**src/rtl/hit_readout_pkg.sv**
```systemverilog
// hit_readout_pkg: shared state encoding, default header tag and frame word types for hit_readout.
package hit_readout_pkg;

    typedef enum logic [2:0] {
        S_IDLE,
        S_HEADER,
        S_FETCH,
        S_WAIT,
        S_SEND,
        S_TRAILER,
        S_DONE
    } state_t;

    localparam logic [6:0] HDR_TAG_DEF = 7'h55;

    typedef enum logic [1:0] {
        W_HDR,
        W_DATA,
        W_TRL
    } word_t;

endpackage

```
**src/rtl/hit_out_reg.sv**
```systemverilog
// hit_out_reg: stream holding register; load captures a word and raises valid, a handshake drops valid.
// Ports: clk, rst_n (async, active low), load/din (new word), ready (downstream accept),
//        data/valid (registered stream word).
module hit_out_reg #(
    parameter int DW = 16
) (
    input  logic          clk,
    input  logic          rst_n,
    input  logic          load,
    input  logic [DW-1:0] din,
    input  logic          ready,
    output logic [DW-1:0] data,
    output logic          valid
);

    always_ff @(posedge clk or negedge rst_n) begin
        if (!rst_n) begin
            data  <= '0;
            valid <= 1'b0;
        end else if (load) begin
            data  <= din;
            valid <= 1'b1;
        end else if (valid && ready) begin
            valid <= 1'b0;
        end
    end

endmodule

```
**src/rtl/hit_readout.sv**
```systemverilog
// hit_readout: reads nhit words from the hit RAM and streams header + data (+ optional checksum trailer).
// Ports: clk, rst_n (async, active low); start/nhit begin a frame; rd_en/rd_addr/rd_data RAM read port
//        (1-cycle read latency); out_data/out_valid/out_ready word stream; busy, done (1-cycle pulse).
// Option: define HIT_READOUT_CKSUM_EN to append ~(sum of header and data words mod 2^DW) as a trailer.
module hit_readout
    import hit_readout_pkg::*;
#(
    parameter int                DW      = 16,
    parameter int                AW      = 9,
    parameter logic [DW-AW-1:0]  HDR_TAG = HDR_TAG_DEF
) (
    input  logic          clk,
    input  logic          rst_n,
    input  logic          start,
    input  logic [AW-1:0] nhit,
    output logic          rd_en,
    output logic [AW-1:0] rd_addr,
    input  logic [DW-1:0] rd_data,
    output logic [DW-1:0] out_data,
    output logic          out_valid,
    input  logic          out_ready,
    output logic          busy,
    output logic          done
);

`ifdef HIT_READOUT_CKSUM_EN
    localparam state_t END_ST = S_TRAILER;
`else
    localparam state_t END_ST = S_DONE;
`endif

    state_t        state;
    logic [AW-1:0] cnt;
    logic [AW-1:0] idx;
    logic          fire;
    logic          last;
    logic          load;
    logic [DW-1:0] load_data;
    logic [DW-1:0] trailer;
    word_t         wsel;

    assign fire = out_valid && out_ready;
    assign last = (idx + 1'b1) == cnt;

`ifdef HIT_READOUT_CKSUM_EN
    logic [DW-1:0] sum;
    // The trailer covers the word completing its handshake right now, so fold it in here.
    assign trailer = ~(sum + out_data);
`else
    assign trailer = '0;
`endif

    // The trailer is loaded in the same cycle the last word handshakes, so valid stays high across it.
    always_comb begin
        wsel = state == S_IDLE ? W_HDR : state == S_WAIT ? W_DATA : W_TRL;
        load = (state == S_IDLE && start) || state == S_WAIT;
`ifdef HIT_READOUT_CKSUM_EN
        load = load || (fire && ((state == S_HEADER && cnt == '0) || (state == S_SEND && last)));
`endif
        load_data = wsel == W_HDR ? {HDR_TAG, nhit} : wsel == W_DATA ? rd_data : trailer;
    end

    hit_out_reg #(.DW(DW)) u_out (
        .clk   (clk),
        .rst_n (rst_n),
        .load  (load),
        .din   (load_data),
        .ready (out_ready),
        .data  (out_data),
        .valid (out_valid)
    );

    always_ff @(posedge clk or negedge rst_n) begin
        if (!rst_n) begin
            state   <= S_IDLE;
            cnt     <= '0;
            idx     <= '0;
            rd_en   <= 1'b0;
            rd_addr <= '0;
            busy    <= 1'b0;
            done    <= 1'b0;
`ifdef HIT_READOUT_CKSUM_EN
            sum     <= '0;
`endif
        end else begin
            rd_en <= 1'b0;
            done  <= 1'b0;
            case (state)
                S_IDLE: if (start) begin
                    cnt   <= nhit;
                    idx   <= '0;
                    busy  <= 1'b1;
                    state <= S_HEADER;
`ifdef HIT_READOUT_CKSUM_EN
                    sum   <= '0;
`endif
                end
                S_HEADER: if (fire) begin
`ifdef HIT_READOUT_CKSUM_EN
                    sum <= sum + out_data;
`endif
                    if (cnt == '0) begin
                        state <= END_ST;
                        done  <= END_ST == S_DONE;
                        busy  <= END_ST != S_DONE;
                    end else begin
                        rd_en   <= 1'b1;
                        rd_addr <= idx;
                        state   <= S_FETCH;
                    end
                end
                S_FETCH: state <= S_WAIT;
                S_WAIT:  state <= S_SEND;
                S_SEND: if (fire) begin
`ifdef HIT_READOUT_CKSUM_EN
                    sum <= sum + out_data;
`endif
                    idx <= idx + 1'b1;
                    if (last) begin
                        state <= END_ST;
                        done  <= END_ST == S_DONE;
                        busy  <= END_ST != S_DONE;
                    end else begin
                        rd_en   <= 1'b1;
                        rd_addr <= idx + 1'b1;
                        state   <= S_FETCH;
                    end
                end
`ifdef HIT_READOUT_CKSUM_EN
                S_TRAILER: if (fire) begin
                    state <= S_DONE;
                    done  <= 1'b1;
                    busy  <= 1'b0;
                end
`endif
                S_DONE:  state <= S_IDLE;
                default: state <= S_IDLE;
            endcase
        end
    end

endmodule

```
**config.mk**
```make
export PLATFORM = sky130hd
export DESIGN_NAME = hit_readout
export DESIGN_NICKNAME = d
export VERILOG_FILES = /design/src/rtl/hit_readout_pkg.sv /design/src/rtl/hit_out_reg.sv /design/src/rtl/hit_readout.sv
export SDC_FILE = /design/constraint.sdc
export NUM_CORES = 1
export LEC_CHECK = 0
export CORE_MARGIN = 2
export CORE_UTILIZATION = 25
export DETAILED_ROUTE_END_ITERATION = 8
export PLACE_DENSITY_LB_ADDON = 0.1
export SYNTH_ARGS = -nofsm -noshare
export SYNTH_HDL_FRONTEND = slang
export SYNTH_SLANG_ARGS = --single-unit
```
**constraint.sdc**
```tcl
create_clock -name clk -period 3.15 [get_ports clk]
set_input_delay 0.63 -clock clk [delete_from_list [all_inputs] [get_ports clk]]
set_output_delay 0.63 -clock clk [all_outputs]
set_load 0.02 [all_outputs]
```
==> results of run 1 <==
==> critical path, stage by stage (launching register included) <==
cell	delay [ns]
dfrtp_1	0.48
ha_1	0.42
nand3_4	0.17
o32a_1	0.38
and3_1	0.17
and4_4	0.17
a31oi_4	0.41
mux2_4	0.34
==> per-stage QoR <==
| step | utilization, % | hold slack [ns] | setup slack, ns | std cells | power [mW] |
|---|---|---|---|---|---|
| after floorplan | - | 0.3344 | 0.7604 | 272 | 1.697 |
| after global placement | 32.24 | 0.4500 | 0.2734 | 454 | 2.163 |
| after detailed placement | 32.24 | 0.4574 | 0.2247 | 454 | 2.162 |
| after CTS | 33.58 | 0.3008 | 0.4585 | 462 | 2.730 |
| after global routing | 33.58 | 0.3108 | 0.3144 | 462 | 2.894 |
| final | 33.58 | 0.2828 | 0.4914 | 462 | 2.676 |
==> state kept, by name, summed over array words and instances (netlist names) <==
signal,count
u_out.data,16
done,1
cnt,9
idx,9
rd_en,1
u_out.valid,1
busy,1
state,3
rd_addr,9
==> routing by layer <==
layer  vias up  track usage, %
met4         0           3.383
met3         4           3.188
met2        47           17.67
met5         -               0
met1       964           16.84
li1       1031               -
==> area by class of cell <==
cell class | count | share of cell area (%)
flip-flops and latches | 50 | 36.42
multi-input cells | 198 | 35.98
repair buffers | 64 | 17.99
well taps | 136 | 4.953
clock buffers | 5 | 2.003
clock inverters | 3 | 2.003
inverters | 6 | 0.6555
==> placed cells by master (no fill, tap or decap), drive strengths merged, types with 2 or more instances in the layout <==
cell type / n
a211o: 2
a21boi: 2
a21oi: 5
a22o: 3
a22oi: 6
a31oi: 2
buf: 8
bufinv: 2
clkbuf: 5
clkdlybuf4s50: 56
clkinv: 2
dfrtp: 50
ha: 2
inv: 5
mux2: 7
mux2i: 5
nand2: 77
nand2b: 5
nand3: 9
nand3b: 2
nor2: 8
nor2b: 2
nor3: 3
nor4: 3
o21ai: 15
o22ai: 2
o31ai: 3
o41ai: 2
or3: 3
xnor2: 8
xor2: 9
==> report_power, final <==
part           internal [mW]  switching (mW)
clock                  0.318           0.235
combinational          0.502           0.623
sequential             0.828           0.169
==> synthesized netlist by cell type (all sizes together) (2+ instances only) <==
master | count | area (um2)
a211o | 2 | 17.52
a21boi | 2 | 15.02
a21oi | 5 | 25.02
a22o | 3 | 26.28
a22oi | 6 | 45.04
a31oi | 2 | 27.53
buf | 8 | 66.31
clkbuf | 10 | 37.54
dfrtp | 50 | 1251
ha | 2 | 25.02
inv | 5 | 18.77
mux2 | 7 | 105.1
mux2i | 5 | 50.05
nand2 | 77 | 289.0
nand2b | 5 | 31.28
nand3 | 9 | 70.06
nand3b | 2 | 15.01
nor2 | 8 | 30.03
nor2b | 2 | 12.51
nor3 | 3 | 26.28
nor4 | 3 | 18.77
o21ai | 15 | 75.07
o22ai | 2 | 12.51
o31ai | 3 | 22.52
o41ai | 2 | 17.52
or3 | 3 | 18.77
xnor2 | 8 | 70.07
xor2 | 9 | 78.83
==> final timing paths <==
kind | endpoint | start
worst max register to register | rd_addr[5] | idx[0]
max in group asynchronous | u_out.data[7] | rst_n
worst max-delay path | rd_addr[5] | idx[0]
worst min-delay path | state[1] | rst_n
min in group clk | u_out.data[3] | u_out.data[3]
worst min register to register | u_out.data[3] | u_out.data[3]
==> kinds of logic (layout without fill, tap and decap cells) <==
| kind of cell | count (synthesis) | count (layout) | synth area share, % |
|---|---|---|---|
| AND/OR/NAND/NOR | 118 | 118 | 21.30 |
| flip-flops | 50 | 50 | 47.96 |
| AO/OA/AOI/OAI | 49 | 49 | 13.29 |
| buffers and inverters | 24 | 78 | 4.844 |
| XOR/XNOR | 17 | 17 | 5.708 |
| multiplexers | 12 | 12 | 5.947 |
| adder cells (fa/ha/maj) | 2 | 2 | 0.9591 |
==> summary.md, run 1 <==
| Metric | Value |
|---|---|
| Iter 0 DRT Violations | 75 |
| Reg area | 0.001251 mm2 |
| CTS root buffer | clkbuf_8 |
| CTS Hold Buffers Added | 0 |
| Finish-stage setup viols | 0 |
| Worst path arrival time | 2.86 ns |
| Syn Area/Cell | 9.591 um2 |
| Peak supply drop | 0.2926 mV |
| CP required | 3.35 ns |
| Clk_lat worst skew | 0.31 ns |
| WL met2 | 2697 um |
| 1st-pass router iterations | 4 |
| Max clock buf depth | 2 |
| GRT Overall Usage | 11.86% |
| Post-synthesis register bit count | 50 |
| WL per Instance | 13.47 um |
| Ratio of cells with drive above 1 in the final layout | 9.509% |
| Antenna-violating nets left | 0 |
| Initial Utilization | 25.50% |
| Initial antenna violation count | 0 |
| Vias in the first global route | 2105 |
| H-tree levels | 2 |
| Pwr dens | 778.8 mW/mm2 |
| Remaining DRCs | 0 |
| Post-synth EDFFs | 0 |
| Uppermost routed layer | met4 |
| Pleak | 1.458 nW |
| ANT cells | 0 |
| GRT overflow | 0 |
| R2r setup slk | 0.49 ns |
| Length of routed wiring on met1 | 3141 um |
| Slew margin rel. | 65.40% |
| Setup Skew | 0.009065 ns |
| Mapped Nets | 303 |
| Fillers | 1079 |
| Crit Path Class | register to register |
| TritonCTS clock tree | built |
| Status | completed |
| First-pass GRT wire length | 10610 um |
| Reg2Reg Depth | 7 |
| Num CTS Buffers | 5 |
| Setup_tns | 0 ns |
| WL met3 | 319 um |
| DP Area | 0.003298 mm2 |
| Area Growth Syn to Fin | 31.70% |
| DPL Wire Length | 4529 um |
| Post-synth top flop | dfrtp_1 |
| Die Ht | 106.2 um |
| # Post-CTS Setup Buffers | 0 |
| Clk pin slew, worst setup/hold paths | 0.10 ns |
| IO Port Bufs | 57 |
| Nets@finish | 356 |
| Worst setup EP type | register |
| Core area | 0.01023 mm2 |
| Row count | 37 |
| Final period util | 84.40% |
| Vias | 2046 |
| Post-synth ARST share | 100.0% |
| Synth warn | 0 |
| Cts repair resizes | 0 |
| Max-slew violations | 0 |
| Mapped Area | 0.002609 mm2 |
| Final hold vios | 0 |
| Multi-input logic area | 0.001236 mm2 |
| Die area | 0.01127 mm2 |
| Gp weighted congestion | 0.7200 |
| Sequential cell area fraction in the yosys report | 47.96% |
| CP Max Fanout | 9 |
| Startpoint Class | register |
| IO Pins | 58 |
| Largest net degree at the start of global routing | 30 |
| Die Width | 106.2 um |
| Unrepaired setup endpoints after global routing | no |
| Fmax | 0.3761 GHz |
| HP Class | input pin to asynchronous set/reset pin |
| Via density | 4.429 |
| Slew at the pin with the worst max-slew slack | 0.5190 ns |
| Max_cap viols | 0 |
| Final Instance Area | 0.003436 mm2 |
| Post-synth cell types | 49 |
| Period minus WS final | 2.659 ns |
| Drt total wl | 6221 um |
| Synth Instances | 272 |
| CTS sink count | 50 |
Power figures use the tool's default switching activity.
==> run 2, diff against run 1 <==
clock period = 2.13 ns   (was 3.15 ns; I/O delays follow)
==> summary.md, run 2 (synthesis results as in run 1) <==
| Metric | Value |
|---|---|
| Gp weighted congestion | 0.7217 (was 0.7200) |
| Vias in the first global route | 2260 (was 2105) |
| HP Class | input pin to asynchronous set/reset pin (unchanged) |
| R2r setup slk | 0.05 ns (was 0.49 ns) |
| IO Pins | 58 (unchanged) |
| Fillers | 1062 (was 1079) |
| GRT overflow | 0 (unchanged) |
| Setup Skew | 0.009686 ns (was 0.009065 ns) |
| Die area | 0.01127 mm2 (unchanged) |
| Die Ht | 106.2 um (unchanged) |
| Reg2Reg Depth | 8 (was 7) |
| Unrepaired setup endpoints after global routing | yes (was no) |
| Startpoint Class | register (unchanged) |
| DP Cell Count | 478 (was 454) |
| CTS sink count | 50 (unchanged) |
| Area Growth Syn to Fin | 40.48% (was 31.70%) |
| TritonCTS clock tree | built (unchanged) |
| Num CTS Buffers | 5 (unchanged) |
| Most frequent cells in the layout | nand2_1 (76), clkdlybuf4s50_1 (56), dfrtp_1 (50) (was nand2_1 (77), clkdlybuf4s50_1 (56), dfrtp_1 (50)) |
| Pre-CTS setup slack | -0.2602 ns (was 0.2247 ns) |
| Initial antenna violation count | 0 (unchanged) |
| Row count | 37 (unchanged) |
| Finish-stage setup viols | 0 (unchanged) |
| ANT cells | 0 (unchanged) |
| Largest net degree at the start of global routing | 51 (was 30) |
| Worst setup EP type | register (unchanged) |
| Ratio of cells with drive above 1 in the final layout | 16.57% (was 9.509%) |
| Vias | 2137 (was 2046) |
| GRT Overall Usage | 12.28% (was 11.86%) |
| Peak supply drop | 0.4626 mV (was 0.2926 mV) |
| Max clock buf depth | 2 (unchanged) |
| Setup_tns | 0 ns (unchanged) |
| 1st-pass router iterations | 4 (unchanged) |
| Via density | 4.397 (was 4.429) |
| CP Max Fanout | 9 (unchanged) |
| Max-slew violations | 0 (unchanged) |
| Die Width | 106.2 um (unchanged) |
| Worst hold margin | 0.09272 ns (was 0.2828 ns) |
| Multi-input logic area | 0.001256 mm2 (was 0.001236 mm2) |
| Reg area | 0.001251 mm2 (unchanged) |
| Clk pin slew, worst setup/hold paths | 0.10 ns (about the same) |
| Worst path arrival time | 2.28 ns (was 2.86 ns) |
| CTS root buffer | clkbuf_8 (unchanged) |
| CP required | 2.33 ns (was 3.35 ns) |
| Commonest non-fill, non-tap cell in the layout | nand2_1 (unchanged) |
| Nets@finish | 380 (was 356) |
| IO Port Bufs | 57 (unchanged) |
| Slew at the pin with the worst max-slew slack | 0.9432 ns (was 0.5190 ns) |
| First-pass GRT wire length | 10980 um (was 10610 um) |
| Clk_lat worst skew | 0.31 ns (about the same) |
| Fin cells | 486 (was 462) |
| Period minus WS final | 2.080 ns (was 2.659 ns) |
| WL per Instance | 13.25 um (was 13.47 um) |
| Pwr dens | 1122 mW/mm2 (was 778.8 mW/mm2) |
| Crit Path Class | register to register (unchanged) |
| Final core occ | 35.82% (was 33.58%) |
| Initial Utilization | 25.50% (unchanged) |
| Status | completed (unchanged) |
| Largest register FFs | 16 (unchanged) |
| Final period util | 97.65% (was 84.40%) |
| Fmax | 0.4808 GHz (was 0.3761 GHz) |
| Iter 0 DRT Violations | 63 (was 75) |
| Final WS setup | 0.05004 ns (was 0.4914 ns) |
| Final hold vios | 0 (unchanged) |
| R2r endpoint | rd_addr[3] (was rd_addr[5]) |
| H-tree levels | 2 (unchanged) |
| Drt total wl | 6439 um (was 6221 um) |
| Slew margin rel. | 36.89% (was 65.40%) |
| Reg2reg start | idx[0] (unchanged) |
| DPL Wire Length | 4710 um (was 4529 um) |
| Core area | 0.01023 mm2 (unchanged) |
| Pleak | 1.584 nW (was 1.458 nW) |
| Antenna-violating nets left | 0 (unchanged) |
| Remaining DRCs | 0 (unchanged) |
| Biggest register | u_out.data (unchanged) |
| Max_cap viols | 0 (unchanged) |
==> run 2: what timing repair did <==
| item | 4_1_cts | 5_1_grt |
|---|---|---|
| hold buffers | 0 | 0 |
| pin swaps | 1 | 0 |
| endpoints found under the setup margin | 7 | 7 |
| buffers inserted | 0 | 0 |
| gates resized for setup | 1 | 3 |
==> run 2: final cells by class <==
class | instances | share of cell area [%]
inverter | 6 | 0.6145
multi-input combinational | 198 | 34.28
clock inverter | 3 | 1.878
sequential | 50 | 34.14
tap | 136 | 4.643
timing repair buffer | 88 | 22.57
clock buffer | 5 | 1.878
==> run 2: per-layer routing <==
layer | share of wire [%] | GRT usage [%] | vias up
met3 | 4.7 | 3.311 | 7
met2 | 44 | 19.51 | 45
met1 | 50 | 16.57 | 1003
li1 | - | - | 1082
met4 | 1.1 | 3.102 | 0
met5 | 0 | 0 | -
==> run 2: power breakdown <==
part / internal (mW) / total (mW) / switching (mW) / leakage [nW]
combinational: 0.859 / 1.83 / 0.973 / 0.877
clock: 0.471 / 0.815 / 0.344 / 0.0683
sequential: 1.22 / 1.47 / 0.240 / 0.638
==> run 2: critical path, stage by stage, from the launching register on <==
cell,delay [ns]
dfrtp_1,0.44
buf_6,0.15
nand3_4,0.10
nand2_2,0.07
nor3b_1,0.14
or3_4,0.40
a31oi_4,0.21
buf_12,0.16
mux2_4,0.29
==> run 2: stage by stage <==
stage	power (mW)	cell area, um2
after detailed placement	3.327	3506
final	4.113	3665
after CTS	4.183	3649
after global placement	3.318	3506
after global routing	4.450	3665
after floorplan	2.511	2611
==> run 2: how the worst max path moves through the flow <==
stage	cells after the start	slack (ns)	to	from
5_1_grt	8	-0.06	rd_addr[2]	idx[0]
3_5_place_dp	7	-0.26	rd_addr[5]	out_ready
3_3_place_gp	7	-0.24	rd_addr[3]	out_ready
6_report	8	0.05	rd_addr[3]	idx[0]
2_1_floorplan	9	-0.16	rd_addr[2]	idx[0]
4_1_cts	8	0.02	rd_addr[8]	idx[0]
